==> src/rtl/alu_seq_pkg.sv <==
// ============================================================================
// Module      : alu_seq_pkg
// Description : Shared types and widths for the two-requester ALU sequencer.
// Revision    : 1.0
// ============================================================================
`default_nettype none

package alu_seq_pkg;

    localparam int SEL_W = 4;
    localparam int OPD_W = 2;
    localparam int RES_W = 3;
    localparam int CNT_W = 4;

    typedef enum logic [1:0] {
        IDLE  = 2'd0,
        DRIVE = 2'd1,
        RESP  = 2'd2
    } state_e;

    typedef struct packed {
        logic [SEL_W-1:0] s;
        logic             m;
        logic [OPD_W-1:0] a;
        logic [OPD_W-1:0] b;
    } op_t;

    function automatic op_t make_op(
        input logic [SEL_W-1:0] s,
        input logic             m,
        input logic [OPD_W-1:0] a,
        input logic [OPD_W-1:0] b
    );
        op_t o;
        o.s = s;
        o.m = m;
        o.a = a;
        o.b = b;
        return o;
    endfunction

endpackage

`default_nettype wire

==> src/rtl/rr_arbiter_2.sv <==
// ============================================================================
// Module      : rr_arbiter_2
// Description : Two-way round-robin arbiter; one-hot grant, purely combinational.
// Revision    : 1.0
// ============================================================================
`default_nettype none

module rr_arbiter_2 (
    input  logic [1:0] req,
    input  logic       last_grant,
    input  logic       enable,
    output logic [1:0] grant
);

    // On a tie the requester that was not served last wins.
    always_comb begin
        grant = 2'b00;
        if (enable) begin
            case (req)
                2'b01:   grant = 2'b01;
                2'b10:   grant = 2'b10;
                2'b11:   grant = last_grant ? 2'b01 : 2'b10;
                default: grant = 2'b00;
            endcase
        end
    end

endmodule

`default_nettype wire

==> src/rtl/alu_op_sequencer.sv <==
// ============================================================================
// Module      : alu_op_sequencer
// Description : Arbitrates two requesters onto an external combinational ALU,
//               holds its inputs for SETTLE_CYCLES and returns the result.
// Revision    : 1.0
// ============================================================================
`default_nettype none

module alu_op_sequencer
    import alu_seq_pkg::*;
#(
    parameter int SETTLE_CYCLES = 1
) (
    input  logic             clk,
    input  logic             rst_n,

    input  logic [1:0]       req_valid,
    output logic [1:0]       req_ready,
    input  logic [SEL_W-1:0] req0_s,
    input  logic             req0_m,
    input  logic [OPD_W-1:0] req0_a,
    input  logic [OPD_W-1:0] req0_b,
    input  logic [SEL_W-1:0] req1_s,
    input  logic             req1_m,
    input  logic [OPD_W-1:0] req1_a,
    input  logic [OPD_W-1:0] req1_b,

    output logic [SEL_W-1:0] alu_s,
    output logic             alu_m,
    output logic [OPD_W-1:0] alu_a,
    output logic [OPD_W-1:0] alu_b,
    input  logic [RES_W-1:0] alu_out,

    output logic             rsp_valid,
    input  logic             rsp_ready,
    output logic             rsp_id,
    output logic [RES_W-1:0] rsp_data,
    output logic             busy
);

    localparam logic [CNT_W-1:0] SETTLE_LOAD = CNT_W'(SETTLE_CYCLES - 1);

    state_e           state_q, state_d;
    logic [CNT_W-1:0] cnt_q, cnt_d;
    logic             last_grant_q, last_grant_d;
    logic             id_q, id_d;
    op_t              op_q, op_d;
    logic [RES_W-1:0] rsp_data_q, rsp_data_d;

    logic [1:0]       grant;
    logic             arb_en;
    logic             accept;
    op_t              req0_op;
    op_t              req1_op;
    op_t              sel_op;

    assign req0_op = make_op(req0_s, req0_m, req0_a, req0_b);
    assign req1_op = make_op(req1_s, req1_m, req1_a, req1_b);

    // Gating with rst_n keeps req_ready low while reset is held, even if a
    // requester keeps its valid asserted through the reset.
    assign arb_en = (state_q == IDLE) && rst_n;

    rr_arbiter_2 u_arb (
        .req        (req_valid),
        .last_grant (last_grant_q),
        .enable     (arb_en),
        .grant      (grant)
    );

    assign accept = |(req_valid & grant);
    assign sel_op = grant[1] ? req1_op : req0_op;

    // State register
    always_ff @(posedge clk or negedge rst_n) begin
        if (!rst_n) begin
            state_q <= IDLE;
        end else begin
            state_q <= state_d;
        end
    end

    // Next-state logic
    always_comb begin
        state_d = state_q;
        case (state_q)
            IDLE:    if (accept) state_d = DRIVE;
            DRIVE:   if (cnt_q == '0) state_d = RESP;
            RESP:    if (rsp_ready) state_d = IDLE;
            default: state_d = IDLE;
        endcase
    end

    // Output logic
    always_comb begin
        req_ready = grant;
        rsp_valid = (state_q == RESP);
        busy      = (state_q != IDLE);
    end

    // Datapath next-state: op latch, settle counter, result capture, fairness.
    always_comb begin
        op_d         = op_q;
        id_d         = id_q;
        cnt_d        = cnt_q;
        rsp_data_d   = rsp_data_q;
        last_grant_d = last_grant_q;
        case (state_q)
            IDLE: begin
                if (accept) begin
                    op_d  = sel_op;
                    id_d  = grant[1];
                    cnt_d = SETTLE_LOAD;
                end
            end
            DRIVE: begin
                if (cnt_q == '0) begin
                    rsp_data_d = alu_out;
                end else begin
                    cnt_d = cnt_q - CNT_W'(1);
                end
            end
            RESP: begin
                if (rsp_ready) begin
                    last_grant_d = id_q;
                end
            end
            default: ;
        endcase
    end

    always_ff @(posedge clk or negedge rst_n) begin
        if (!rst_n) begin
            op_q         <= '0;
            id_q         <= 1'b0;
            cnt_q        <= '0;
            rsp_data_q   <= '0;
            last_grant_q <= 1'b1;
        end else begin
            op_q         <= op_d;
            id_q         <= id_d;
            cnt_q        <= cnt_d;
            rsp_data_q   <= rsp_data_d;
            last_grant_q <= last_grant_d;
        end
    end

    // ALU inputs come straight from the op register so they never glitch.
    assign alu_s    = op_q.s;
    assign alu_m    = op_q.m;
    assign alu_a    = op_q.a;
    assign alu_b    = op_q.b;
    assign rsp_id   = id_q;
    assign rsp_data = rsp_data_q;

endmodule

`default_nettype wire
==> config.mk <==
export PLATFORM = sky130hd
export DESIGN_NAME = alu_op_sequencer
export DESIGN_NICKNAME = d
export VERILOG_FILES = /design/src/rtl/alu_seq_pkg.sv /design/src/rtl/rr_arbiter_2.sv /design/src/rtl/alu_op_sequencer.sv
export SDC_FILE = /design/constraint.sdc
export NUM_CORES = 1
export LEC_CHECK = 0
export CORE_MARGIN = 4
export CORE_UTILIZATION = 45
export DETAILED_ROUTE_END_ITERATION = 10
export PLACE_DENSITY = 0.83
export SYNTH_ARGS = -nofsm -noshare
export SYNTH_HDL_FRONTEND = slang
export SYNTH_SLANG_ARGS = --single-unit
==> constraint.sdc <==
create_clock -name clk -period 5.1 [get_ports clk]
set_clock_uncertainty 0.15 [all_clocks]
set_input_delay 0.765 -clock clk [delete_from_list [all_inputs] [get_ports clk]]
set_output_delay 0.765 -clock clk [all_outputs]
set_load 0.01 [all_outputs]
---- Word level (Yosys, flattened, before mapping) ----
Index checks and enable logic that the tools add are counted.
cells by class
  add/subtract/negate cells ............... 1
  multiply operators ...................... 0
  div/mod/pow operators ................... 0
  order comparisons ....................... 0
  eq/ne operators ......................... 9
  shifts and indexed selects .............. 0
  mux-type cells .......................... 11
  bitwise gates (word level) .............. 1
  reductions and logical operators ........ 11
operators by type and width
  cell                   count
  $pmux W2 S3            2
  $mux W2                5
  $mux W9                1
  $mux W4                2
  $pmux W4 S2            1
  $eq A2 B2 Y1 const B   3
  $ne A2 B2 Y1 const B   3
  $reduce_and A2 Y1      3
  $reduce_and A3 Y1      2
  $eq A2 B1 Y1 const B   2
  $logic_not A4 Y1       1
  $reduce_bool A2 Y1     2
  $sub A4 B1 Y4 const B  1
  $and A2 B2 Y2          1
  $logic_not A2 Y1       1
  $ne A2 B1 Y1 const B   1
  $reduce_or A2 Y1       1
  $logic_and A1 B1 Y1    1
storage, ports and cells
  bits in registers ....................... 20
  bits in latches ......................... 0
  RAM bits ................................ 0
  memory bits (read-only) ................. 0
  bits of input ports ..................... 26
  output and inout bits ................... 17
  word-level logic and storage cells ...... 42
  memories ................................ 0

---- Logic depth before layout (Yosys ltp) ----
  depth in word-level cells ............... 7
  mapped depth ............................ 5
  mapped depth without buffers ............ 5

---- Modules after synthesis ----
Synthesis repeated with hierarchy kept, for this count alone.
unflattened totals
  cell total of the unflattened synthesis .. 95
  area total of the unflattened synthesis .. 1019.7 um2
by module, submodules not included
  module            instances  cells an instance  area each (um2)  seq. area each (um2)
  alu_op_sequencer  1          90                 998.5            501.7
  rr_arbiter_2      1          5                  21.3             0.0

---- Worst setup path after synthesis ----
No wires, ideal clock.
  path type ............................... input port to output port
  start ................................... input rst_n
  end ..................................... output req_ready[1]
  arrival ................................. 1617 ps
  data required time ...................... 4185 ps
  slack ................................... 2568 ps
  stages .................................. 4
  path buffers ............................ 1
  cell sequence ........................... or3b_4 -> nor2_2 -> buf_4 -> and2_1
between the ends
  word-level cells in the longest chain between the ends .. 2
RTL lines
  what                 line                    source
  start: declaration   alu_op_sequencer.sv:15  input logic rst_n,
  $logic_and A1 B1 Y1  alu_op_sequencer.sv:62  assign arb_en = (state_q == IDLE) && rst_n;
  $mux W2              rr_arbiter_2.sv:18      if (enable) begin
  end: declaration     alu_op_sequencer.sv:18  output logic [1:0] req_ready,
Every way passes these cells.

---- Worst setup path in the final report ----
Ends and elaborated chain as after synthesis.

==> results.sh <==
export IMPL_yosysMostFrequentCell="dfrtp_1"
export IMPL_yosysTopAreaCell="dfrtp_1"
export IMPL_die_x_um=56.36
export IMPL_synthTopCellsByArea="dfrtp_1 45%, nand3b_1 6.4%, o21ai_0 5.7%"
export IMPL_power_uw=830.1
export IMPL_end_kind="output port"
export IMPL_synth_edff_count=0
export IMPL_hold_depth=1
export IMPL_yosysSeqAreaShare_pct=47.68
export IMPL_fmax_mhz=251.2
export IMPL_r2r_start="state_q[1]"
export IMPL_rows=17
export IMPL_antenna_found_initial=0
export IMPL_num_antenna_cells=0
export IMPL_min_from="rsp_data[2]"
export IMPL_cellLeakagePower_uw=0.0006277
export IMPL_numPortBuffers=42
export IMPL_path_cells="clkdlybuf4s50_1 -> buf_4 -> or3b_4 -> nor2_2 -> and2_1 -> clkdlybuf4s50_1"
export IMPL_wl_per_cell_um=14.84
export IMPL_postCtsHoldBufs=0
export IMPL_routed_wirelength_mm=2.553
export IMPL_grt_max_degree=23
export IMPL_period_share_pct=78.04
export IMPL_synth_area_um2=1052
export IMPL_internal_power_uw=552.4
export IMPL_slew_limit_headroom_pct=64.45
export IMPL_tightestPinTransition_ps=530.9
export IMPL_period_needed_ps=3980
export IMPL_p_seq_share_pct=35.1
export IMPL_gp_congestion=0.8251
export IMPL_syn_area_per_cell_um2=10.42
export IMPL_nNetsFinal=173
export IMPL_synth_top_area_share_pct=45.18
export IMPL_drv_slew=0
export IMPL_yosysWarnings=0
export IMPL_finalSetupTns_ps=0
export IMPL_clk_pin_slew_worst_paths_ps=120
export IMPL_clk_latency_ps=300
export IMPL_max_stage_delay_ps=530
export IMPL_io_pins=43
export IMPL_crit_path_start_kind="input pin"
export IMPL_final_area_um2=1549
export IMPL_r2r_slack_ps=3140
export IMPL_rsz0062_at_grt="false"
export IMPL_synth_distinct_cells=30
export IMPL_critPathSlowestCell="clkdlybuf4s50_1"
export IMPL_power_frac_comb_pct=49.5
export IMPL_core_area_um2=2212
export IMPL_crit_buf_inv=3
export IMPL_setup_viol=0
export IMPL_worst_setup_path_type="in2out"
export IMPL_grt_overflow_total=0
export IMPL_htree_levels=1
export IMPL_cts_buffer_depth=2
export IMPL_holdWs_ps=366.2
export IMPL_arrival_ps=3070
export IMPL_synthToLayoutAreaGrowth_pct=47.21
export IMPL_async_reset_ff_share_pct=100.0
export IMPL_hold_class="reg2reg"
export IMPL_path_max_fanout=22
export IMPL_initial_utilization_pct=47.57
export IMPL_syn_nets=129
export IMPL_placed_area_um2=1496
export IMPL_drt_first_pass_iters=4
export IMPL_netlist_instances=101
export IMPL_vias=940
export IMPL_critPathTopFamily="buffers and inverters"
export IMPL_post_cts_setup_buffers=0
export IMPL_vias_per_cell=5.465
export IMPL_numCtsBuffers=3
export IMPL_fill_cells=176
export IMPL_dp_hpwl_mm=1.987
export IMPL_cts_tree="done"
export IMPL_grt_pass1_wl_mm=4.360
export IMPL_power_density_nw_per_um2=535.9
export IMPL_worst_path_most_repeated_cell="clkdlybuf4s50_1"
export IMPL_hold_viol_final=0
export IMPL_die_area_um2=3176
export IMPL_reg2reg_to="rsp_id"
export IMPL_drv_cap=0
export IMPL_grt_total_usage_pct=17.00
export IMPL_drc=0
export IMPL_synth_commonest_cells="19 x dfrtp_1, 12 x o21ai_0, 9 x a21oi_1, 9 x a31oi_1, 9 x nand3b_1"
export IMPL_pre_cts_ws_ps=1097
export IMPL_ant_nets=0
export IMPL_cts_resized=0
export IMPL_worstPathRequired_ps=4180
export IMPL_clock_root_buffer="clkbuf_4"
export IMPL_outcome="completed"
export IMPL_worstHoldEndpoint="rsp_data[2]"
export IMPL_reg2regPathDepth=3
export IMPL_clkPwrFrac_pct=15.4
export IMPL_setup_ws_ps=1120
export IMPL_synth_seq_cells=20
export IMPL_drive_gt1_share_pct=15.28
export IMPL_ys_flop_type="dfrtp_1"
export IMPL_swShare_pct=33.44
export IMPL_peakVddDrop_uv=396.0
export IMPL_grt_pass1_vias=981
export IMPL_p_switching_uw=277.6
export IMPL_die_h_um=56.36
export IMPL_drt_iter0_drc=28
export IMPL_clock_sinks=20
## sequential cells by signal, summed over array words and instances, names as in the netlist
register / count
alu_b: 2
state_q: 2
rsp_data: 3
cnt_q: 4
rsp_id: 1
last_grant_q: 1
alu_a: 2
alu_s: 4
alu_m: 1
## kinds of logic after synthesis
family / Yosys count / synth area share, %
and+or+nand+nor: 31 / 20.33
adders and majority gates: 2 / 2.378
buffers and inverters: 8 / 3.210
DFF: 20 / 47.68
AOI/OAI and AO/OA: 32 / 17.72
muxes: 8 / 8.679
## worst max-delay path by stage
stage / from / endpoint / slack, ps / cells after the start
after global routing: rst_n / req_ready[1] / 980 / 6
after detailed placement: rst_n / req_ready[1] / 1100 / 6
after global placement: rst_n / req_ready[1] / 1120 / 6
after CTS: rst_n / req_ready[1] / 1100 / 6
final: rst_n / req_ready[1] / 1120 / 6
after floorplan: rst_n / req_ready[1] / 2570 / 4
## worst reg2reg max path, cell delays in order (launching register included)
cell	delay, ps
dfrtp_1	470
or3b_4	470
nor2_2	380
mux2_2	390
## routing by layer
metal	global-route usage, %	vias to the layer above	routed length [µm]
met5	0	-	0
met2	31.22	34	1345
met1	19.37	452	1018
met4	5.085	0	13
met3	3.908	2	175
li1	-	452	-
## power groups by stage
stage          sequential, µW  combinational [µW]  clock (µW)
6_report                  291                 411         128
5_1_grt                   303                 451         137
4_1_cts                   291                 416         132
3_5_place_dp              292                 414           0
3_3_place_gp              294                 400           0
2_1_floorplan             307                 211           0
## metrics by stage
stage | util [%] | instances
floorplan | - | 101
global placement | 67.65 | 168
detailed placement | 67.65 | 168
CTS | 70.02 | 172
global route | 70.02 | 172
finish | 70.02 | 172
## cell usage in the layout, fill, tap and decap left out
cell type and count:
nor2_2 1, a31oi_1 9, a21oi_1 9, and2b_1 1, nand3b_1 9, o22ai_4 1
or3b_2 1, bufinv_16 1, or3b_4 1, buf_4 1, dfrtp_1 19, and2_1 1
o21ai_1 1, and2b_2 1, o21ai_0 12, or2_2 2, nor2_1 3, nand3_1 3
or2b_2 1, nand2_1 2, nor3_1 1, clkdlybuf4s50_1 42, clkbuf_4 3, inv_1 4
nand2b_1 2, mux2_2 5, mux2_4 1, nor3b_2 2, dfstp_2 1, ha_1 2
mux2i_1 2
## layout make-up
class / instances / area [µm²] / share of cell area (%)
tap: 28 / 35.03 / 2.262
sequential: 20 / 501.7 / 32.39
multi-input combinational: 73 / 516.7 / 33.36
timing repair buffer: 43 / 427.9 / 27.63
clock buffer: 3 / 22.52 / 1.454
inverter: 4 / 15.01 / 0.9693
clock inverter: 1 / 30.03 / 1.939
(Power assumes the default switching activity.)
